## config.mk

```make
export PLATFORM = sky130hd
export DESIGN_NAME = uart_buffered_tx
export DESIGN_NICKNAME = d
export VERILOG_FILES = /design/src/rtl/uart_buffered_tx_pkg.sv /design/src/rtl/uart_tx_fifo.sv /design/src/rtl/uart_buffered_tx.sv
export SDC_FILE = /design/constraint.sdc
export NUM_CORES = 1
export LEC_CHECK = 0
export CAP_MARGIN = 40
export CELL_PAD_IN_SITES_DETAIL_PLACEMENT = 2
export CELL_PAD_IN_SITES_GLOBAL_PLACEMENT = 2
export CORE_UTILIZATION = 30
export CTS_CLUSTER_SIZE = 20
export DETAILED_ROUTE_END_ITERATION = 10
export GPL_ROUTABILITY_DRIVEN = 0
export MAX_ROUTING_LAYER = met4
export PLACE_DENSITY = 0.71
export SYNTH_ARGS = -nofsm -noshare
export SYNTH_HDL_FRONTEND = slang
export SYNTH_SLANG_ARGS = --single-unit
```

## constraint.sdc

```tcl
create_clock -name clk -period 4.8 [get_ports clk]
set_clock_uncertainty 0.15 [all_clocks]
set_input_delay 1.44 -clock clk [delete_from_list [all_inputs] [get_ports clk]]
set_output_delay 1.44 -clock clk [all_outputs]
set_load 0.005 [all_outputs]
```

## src/rtl/uart_buffered_tx_pkg.sv

```systemverilog
// Purpose: shared types and constants for the buffered 8N1 UART transmitter.
// Latency: n/a (declarations only).
// Backpressure: n/a.
package uart_buffered_tx_pkg;

  localparam int DATA_W     = 8;
  localparam int FRAME_BITS = 10;  // start + 8 data + stop

  typedef enum logic [1:0] {
    IDLE  = 2'd0,
    START = 2'd1,
    DATA  = 2'd2,
    STOP  = 2'd3
  } tx_state_t;

endpackage

```

## src/rtl/uart_tx_fifo.sv

```systemverilog
// Purpose: DEPTH-entry synchronous byte FIFO feeding the UART serializer.
// Latency: a pushed byte is visible on dout (and empty drops) the cycle after the push.
// Backpressure: push accepted when !full or when a pop happens the same cycle; push_ok reports it.
// Ports: clk/rst (async active-low), push/din in, pop in, dout = head entry,
//        push_ok = push accepted this cycle, full/empty status.
module uart_tx_fifo
  import uart_buffered_tx_pkg::*;
#(
  parameter int DEPTH = 4
) (
  input  logic              clk,
  input  logic              rst,
  input  logic              push,
  input  logic [DATA_W-1:0] din,
  input  logic              pop,
  output logic [DATA_W-1:0] dout,
  output logic              push_ok,
  output logic              full,
  output logic              empty
);

  localparam int PW = $clog2(DEPTH);
  localparam int CW = PW + 1;

  logic [DATA_W-1:0] mem [DEPTH];
  logic [PW-1:0]     wr_ptr;
  logic [PW-1:0]     rd_ptr;
  logic [CW-1:0]     count;

  assign full    = (count == CW'(DEPTH));
  assign empty   = (count == '0);
  // A pop frees the slot being written, so a full FIFO can still take a byte.
  assign push_ok = push & (~full | pop);
  assign dout    = mem[rd_ptr];

  always_ff @(posedge clk or negedge rst) begin
    if (!rst) begin
      wr_ptr <= '0;
      rd_ptr <= '0;
      count  <= '0;
    end else begin
      if (push_ok) wr_ptr <= wr_ptr + PW'(1);
      if (pop)     rd_ptr <= rd_ptr + PW'(1);
      if (push_ok && !pop)      count <= count + CW'(1);
      else if (pop && !push_ok) count <= count - CW'(1);
    end
  end

  always_ff @(posedge clk) begin
    if (push_ok) mem[wr_ptr] <= din;
  end

endmodule

```

## src/rtl/uart_buffered_tx.sv

```systemverilog
// Purpose: buffered 8N1 UART transmitter; byte FIFO in front of a baud-timed serializer.
// Latency: push at edge N into an idle block -> pop and tx low from edge N+1; frame = 10*max(clk_div,1) clocks.
// Backpressure: pushes bounded by FIFO level; a push while full (no pop) is dropped and sets sticky overflow.
// Ports: clk, rst (async active-low), clk_div (clocks per bit, latched per frame),
//        tx_start/tx_data push strobe, clear_req accept pulse, tx serial line,
//        busy/full/empty status, ovf_clr/overflow, irq_en/irq (empty and idle).
module uart_buffered_tx
  import uart_buffered_tx_pkg::*;
#(
  parameter int DEPTH = 4
) (
  input  logic              clk,
  input  logic              rst,
  input  logic [31:0]       clk_div,
  input  logic              tx_start,
  input  logic [DATA_W-1:0] tx_data,
  output logic              clear_req,
  output logic              tx,
  output logic              busy,
  output logic              full,
  output logic              empty,
  input  logic              ovf_clr,
  output logic              overflow,
  input  logic              irq_en,
  output logic              irq
);

  tx_state_t         state, state_n;
  logic [31:0]       bc, bc_n;
  logic [31:0]       div_l, div_n;
  logic [2:0]        bit_idx, bit_n;
  logic [DATA_W-1:0] shreg, shreg_n;
  logic              tx_q, tx_n;
  logic              pop, load, push_ok, bc_last;
  logic [DATA_W-1:0] fifo_dout;

  uart_tx_fifo #(.DEPTH(DEPTH)) u_fifo (
    .clk     (clk),
    .rst     (rst),
    .push    (tx_start),
    .din     (tx_data),
    .pop     (pop),
    .dout    (fifo_dout),
    .push_ok (push_ok),
    .full    (full),
    .empty   (empty)
  );

  assign bc_last = (bc == div_l - 32'd1);
  assign tx      = tx_q;
  assign busy    = (state != IDLE);
  assign irq     = irq_en & empty & ~busy;

  always_ff @(posedge clk or negedge rst) begin
    if (!rst) begin
      state   <= IDLE;
      bc      <= '0;
      div_l   <= 32'd1;
      bit_idx <= '0;
      shreg   <= '0;
      tx_q    <= 1'b1;
    end else begin
      state   <= state_n;
      bc      <= bc_n;
      div_l   <= div_n;
      bit_idx <= bit_n;
      shreg   <= shreg_n;
      tx_q    <= tx_n;
    end
  end

  always_comb begin
    state_n = state;
    bc_n    = bc;
    div_n   = div_l;
    bit_n   = bit_idx;
    shreg_n = shreg;
    tx_n    = tx_q;
    load    = 1'b0;
    pop     = 1'b0;
    case (state)
      IDLE: begin
        tx_n = 1'b1;
        if (!empty) load = 1'b1;
      end
      START: begin
        if (bc_last) begin
          state_n = DATA;
          bc_n    = '0;
          bit_n   = '0;
          tx_n    = shreg[0];
        end else begin
          bc_n = bc + 32'd1;
        end
      end
      DATA: begin
        if (bc_last) begin
          bc_n = '0;
          if (bit_idx == 3'd7) begin
            state_n = STOP;
            tx_n    = 1'b1;
          end else begin
            // tx is registered, so present the bit that becomes shreg[0] after the shift.
            shreg_n = shreg >> 1;
            bit_n   = bit_idx + 3'd1;
            tx_n    = shreg[1];
          end
        end else begin
          bc_n = bc + 32'd1;
        end
      end
      STOP: begin
        if (bc_last) begin
          bc_n = '0;
          if (!empty) begin
            load = 1'b1;  // back-to-back frame, no idle gap
          end else begin
            state_n = IDLE;
            tx_n    = 1'b1;
          end
        end else begin
          bc_n = bc + 32'd1;
        end
      end
      default: begin
        state_n = IDLE;
        tx_n    = 1'b1;
      end
    endcase
    if (load) begin
      pop     = 1'b1;
      shreg_n = fifo_dout;
      div_n   = (clk_div == 32'd0) ? 32'd1 : clk_div;
      bc_n    = '0;
      state_n = START;
      tx_n    = 1'b0;
    end
  end

  always_ff @(posedge clk or negedge rst) begin
    if (!rst) begin
      clear_req <= 1'b0;
      overflow  <= 1'b0;
    end else begin
      clear_req <= push_ok;
      if (ovf_clr)                  overflow <= 1'b0;
      else if (tx_start && !push_ok) overflow <= 1'b1;
    end
  end

endmodule

```

==> run_results.csv <==
group,metric,value,unit
run_status,status,"finished with violations",
run_status,violations,"design-rule violations",
floorplan,die_w,152,µm
power_and_ir_drop,internal_power,2.00,mW
clock_network,clkLatencyLatePin,430,ps
layout,mostFrequentLayoutCells,"85 x dfrtp_1, 50 x clkdlybuf4s50_1, 37 x o21ai_0, 37 x nor2_1",
worst_setup_path,path_max_fanout,7,
worst_setup_path,cp_data_required_time,5000,ps
floorplan,initial_core_util,0.307,
clock_network,clock_path_buffers,2,
clock_network,clkTransAtPathRegs,60,ps
logic_synthesis,synth_edf_count,32,
drt,antenna_left,0,
sta,rsz0062_at_grt,"no",
floorplan,ios,52,
power_and_ir_drop,p_leak,3.19,nW
clock_network,cts_tree,"built",
power_and_ir_drop,pwr-share-seq,0.434,
clock_network,cts-htree-levels,4,
logic_synthesis,synth.ff_latch_count,119,
sta,setup_tns,0,ps
logic_synthesis,async_flop_share,0.731,
floorplan,design.die.area,0.0231,mm²
power_and_ir_drop,sw_frac_of_total,0.283,
logic_synthesis,syn_nets,689,
clock_network,clock_sinks,119,
sta,setup_viol,0,
layout,area_growth_syn_to_layout,22.1,%
clock_network,cts_made_buffers,17,
global_route,grt_pass1_vias,5961,
sta,slew_headroom,0.573,
placement,dpl.hpwl,14300,µm
power_and_ir_drop,peakVddDrop,244,µV
logic_synthesis,yosysWarnings,0,
min_path,hold_class,"flop to flop",
logic_synthesis,synthCells,628,
layout,seqCellArea,0.00314,mm²
global_route,grt_use_total,0.191,
logic_synthesis,netlist_area,0.00675,mm²
layout,antenna_cells,0,
worst_setup_path,cp-end-kind,"flop",
layout,nets,754,
power_and_ir_drop,p_total,2.79,mW
drt,vias_per_cell,5.32,
sta,min_period,4460,ps
logic_synthesis,ys_seq_area_frac,0.465,
drt,routed_wl,20000,µm
floorplan,core,0.0220,mm²
power_and_ir_drop,powerDensity,339,mW/mm²
worst_setup_path,cp_common_cell,"xor2_1",
job,maxCapViolCount,0,
logic_synthesis,synth-main-ff-cell,"dfrtp_1",
global_route,antenna_found_initial,0,
power_and_ir_drop,power.clock.fraction,0.439,
drt,drt-initial-drc-count,166,
sta,tightest_slew,638,ps
clock_network,cts_root_buf,"clkbuf_16",
logic_synthesis,synth.distinct_cells,71,
worst_setup_path,cp_top_family,"simple AND/OR/NAND/NOR gates",
sta,period_share,0.930,
layout,layout_commonest_cell,"dfrtp_1",
logic_synthesis,postSynthAreaPerCell,10.8,µm²
drt,remaining_drc_errors,12,
global_route,grt_start_max_net_pins,61,
drt,first_pass_iters,7,
worst_setup_path,worstPathBufferInverterCount,1,
sta,hold_viol_final,0,
worst_setup_path,cp_slowest_stage_delay,630,ps
worst_setup_path,slowest_stage,"or4_4",
sta,drv_slew,0,
floorplan,row_count,54,
global_route,grt_first_pass_wirelength,33200,µm
layout,drive_above_1_share,0.139,
worst_setup_path,path_class,"flop to flop",
layout,fill_cells,2328,
global_route,grt_overflow,0,
worst_setup_path,arrival,4670,ps
power_and_ir_drop,pwr-share-comb,0.127,
layout,multi_input_area,0.00339,mm²
sta,fmax,0.224,GHz
drt,routedWlPerCell,20.3,µm
worst_setup_path,startpoint_type,"flop",
drt,vias,5244,
power_and_ir_drop,p_switching,791,µW
worst_setup_path,path_cells,"or4_4, or3b_2, nor4_1, xnor2_1, a211oi_1, nor4b_4, a21oi_2, o21ai_1, and2_1, ha_1, inv_1, fa_1, xor2_1, nor2_1, xor2_1",
placement,io_buffers,51,
floorplan,die_h,152,µm
sta,fin_hold_ws,342,ps
==> routing by layer <==
layer / vias up / global-route usage / part of all wire
li1: 2447 / - / -
met1: 2691 / 0.222 / 0.43
met2: 83 / 0.329 / 0.52
met3: 23 / 0.0382 / 0.029
met4: 0 / 0.0617 / 0.015
met5: - / - / 0
==> cells in the mapped netlist, drive strengths merged (4+ instances only) <==
cell type,number,area (µm²)
a21oi,13,68.8
mux2i,8,80.1
buf,7,43.8
nor2,38,150
and2,4,25.0
nand2,33,124
o31ai,4,30.0
ha,15,188
or4,7,52.6
nor3,18,101
xnor2,28,245
dfrtp,85,2130
nand4,15,100
or2,4,25.0
o21ai,38,190
or3,11,68.8
nand3b,7,56.3
clkbuf,19,71.3
mux2,47,529
nand3,32,165
edfxtp,32,961
and3,10,62.6
nor4,25,186
xor2,29,254
mux4,8,180
inv,33,124
nor3b,5,42.5
==> final cells by class <==
cell class                      instances  share of cell area
Clock buffer                           17              0.0516
Clock inverter                         15              0.0159
Inverter                               33              0.0150
Multi-Input combinational cell        450               0.411
Sequential cell                       119               0.381
Tap cell                              280              0.0425
Timing Repair Buffer                   72              0.0832
==> power groups by stage <==
stage	Combinational, mW	Sequential (mW)	Clock, mW
floorplan	0.198	1.21	0
global placement	0.331	1.22	0
detailed placement	0.359	1.23	0
CTS	0.363	1.21	1.27
global route	0.395	1.22	1.30
finish	0.354	1.21	1.23
==> registers in the layout, indices dropped and copies added, names as in the netlist, 2 cells and up <==
name	count
u_fifo.rd_ptr	2
bc	32
u_fifo.wr_ptr	2
bit_idx	3
u_fifo.mem	32
u_fifo.count	3
state	2
shreg	8
div_l	32
==> path summary, 6_finish.rpt <==
check	startpoint	end	slack [ps]	cells after the start
hold / removal	u_fifo.count[2]	u_fifo.count[2]	340	1
hold reg to reg	u_fifo.count[2]	u_fifo.count[2]	340	1
setup / recovery	div_l[14]	u_fifo.count[2]	340	15
setup reg to reg	div_l[14]	u_fifo.count[2]	340	15
max in group asynchronous	rst	tx	3050	2
min in group asynchronous	rst	div_l[6]	760	1
==> cell families (layout without fill, tap and decap cells) <==
group / count (synthesis) / in the layout / synth area share
xor gates and xnor gates: 57 / 57 / 0.0739
AOI/OAI and AO/OA: 91 / 91 / 0.0869
muxes: 63 / 63 / 0.117
buffers and inverters: 59 / 137 / 0.0354
adders and majority gates: 16 / 16 / 0.0308
and+or+nand+nor: 223 / 223 / 0.191
DFF: 119 / 119 / 0.465
==> metrics by stage <==
| step | instance area (µm²) | util | std cells | setup WS, ps |
|---|---|---|---|---|
| final | 8240 | 0.375 | 986 | 337 |
| after global routing | 8240 | 0.375 | 986 | 3.80 |
| after CTS | 8180 | 0.373 | 980 | 7.86 |
| after detailed placement | 7630 | 0.347 | 948 | 114 |
| after global placement | 7600 | 0.346 | 947 | 427 |
| after floorplan | 6750 | - | 628 | 376 |
==> repair_timing <==
item                                    4_1_cts  5_1_grt
gates resized for setup                       0        4
hold buffers                                  0        0
endpoints found under the hold margin         0        0
endpoints found under the setup margin        0        2
buffers inserted                              0        6
(Power assumes the default switching activity.)
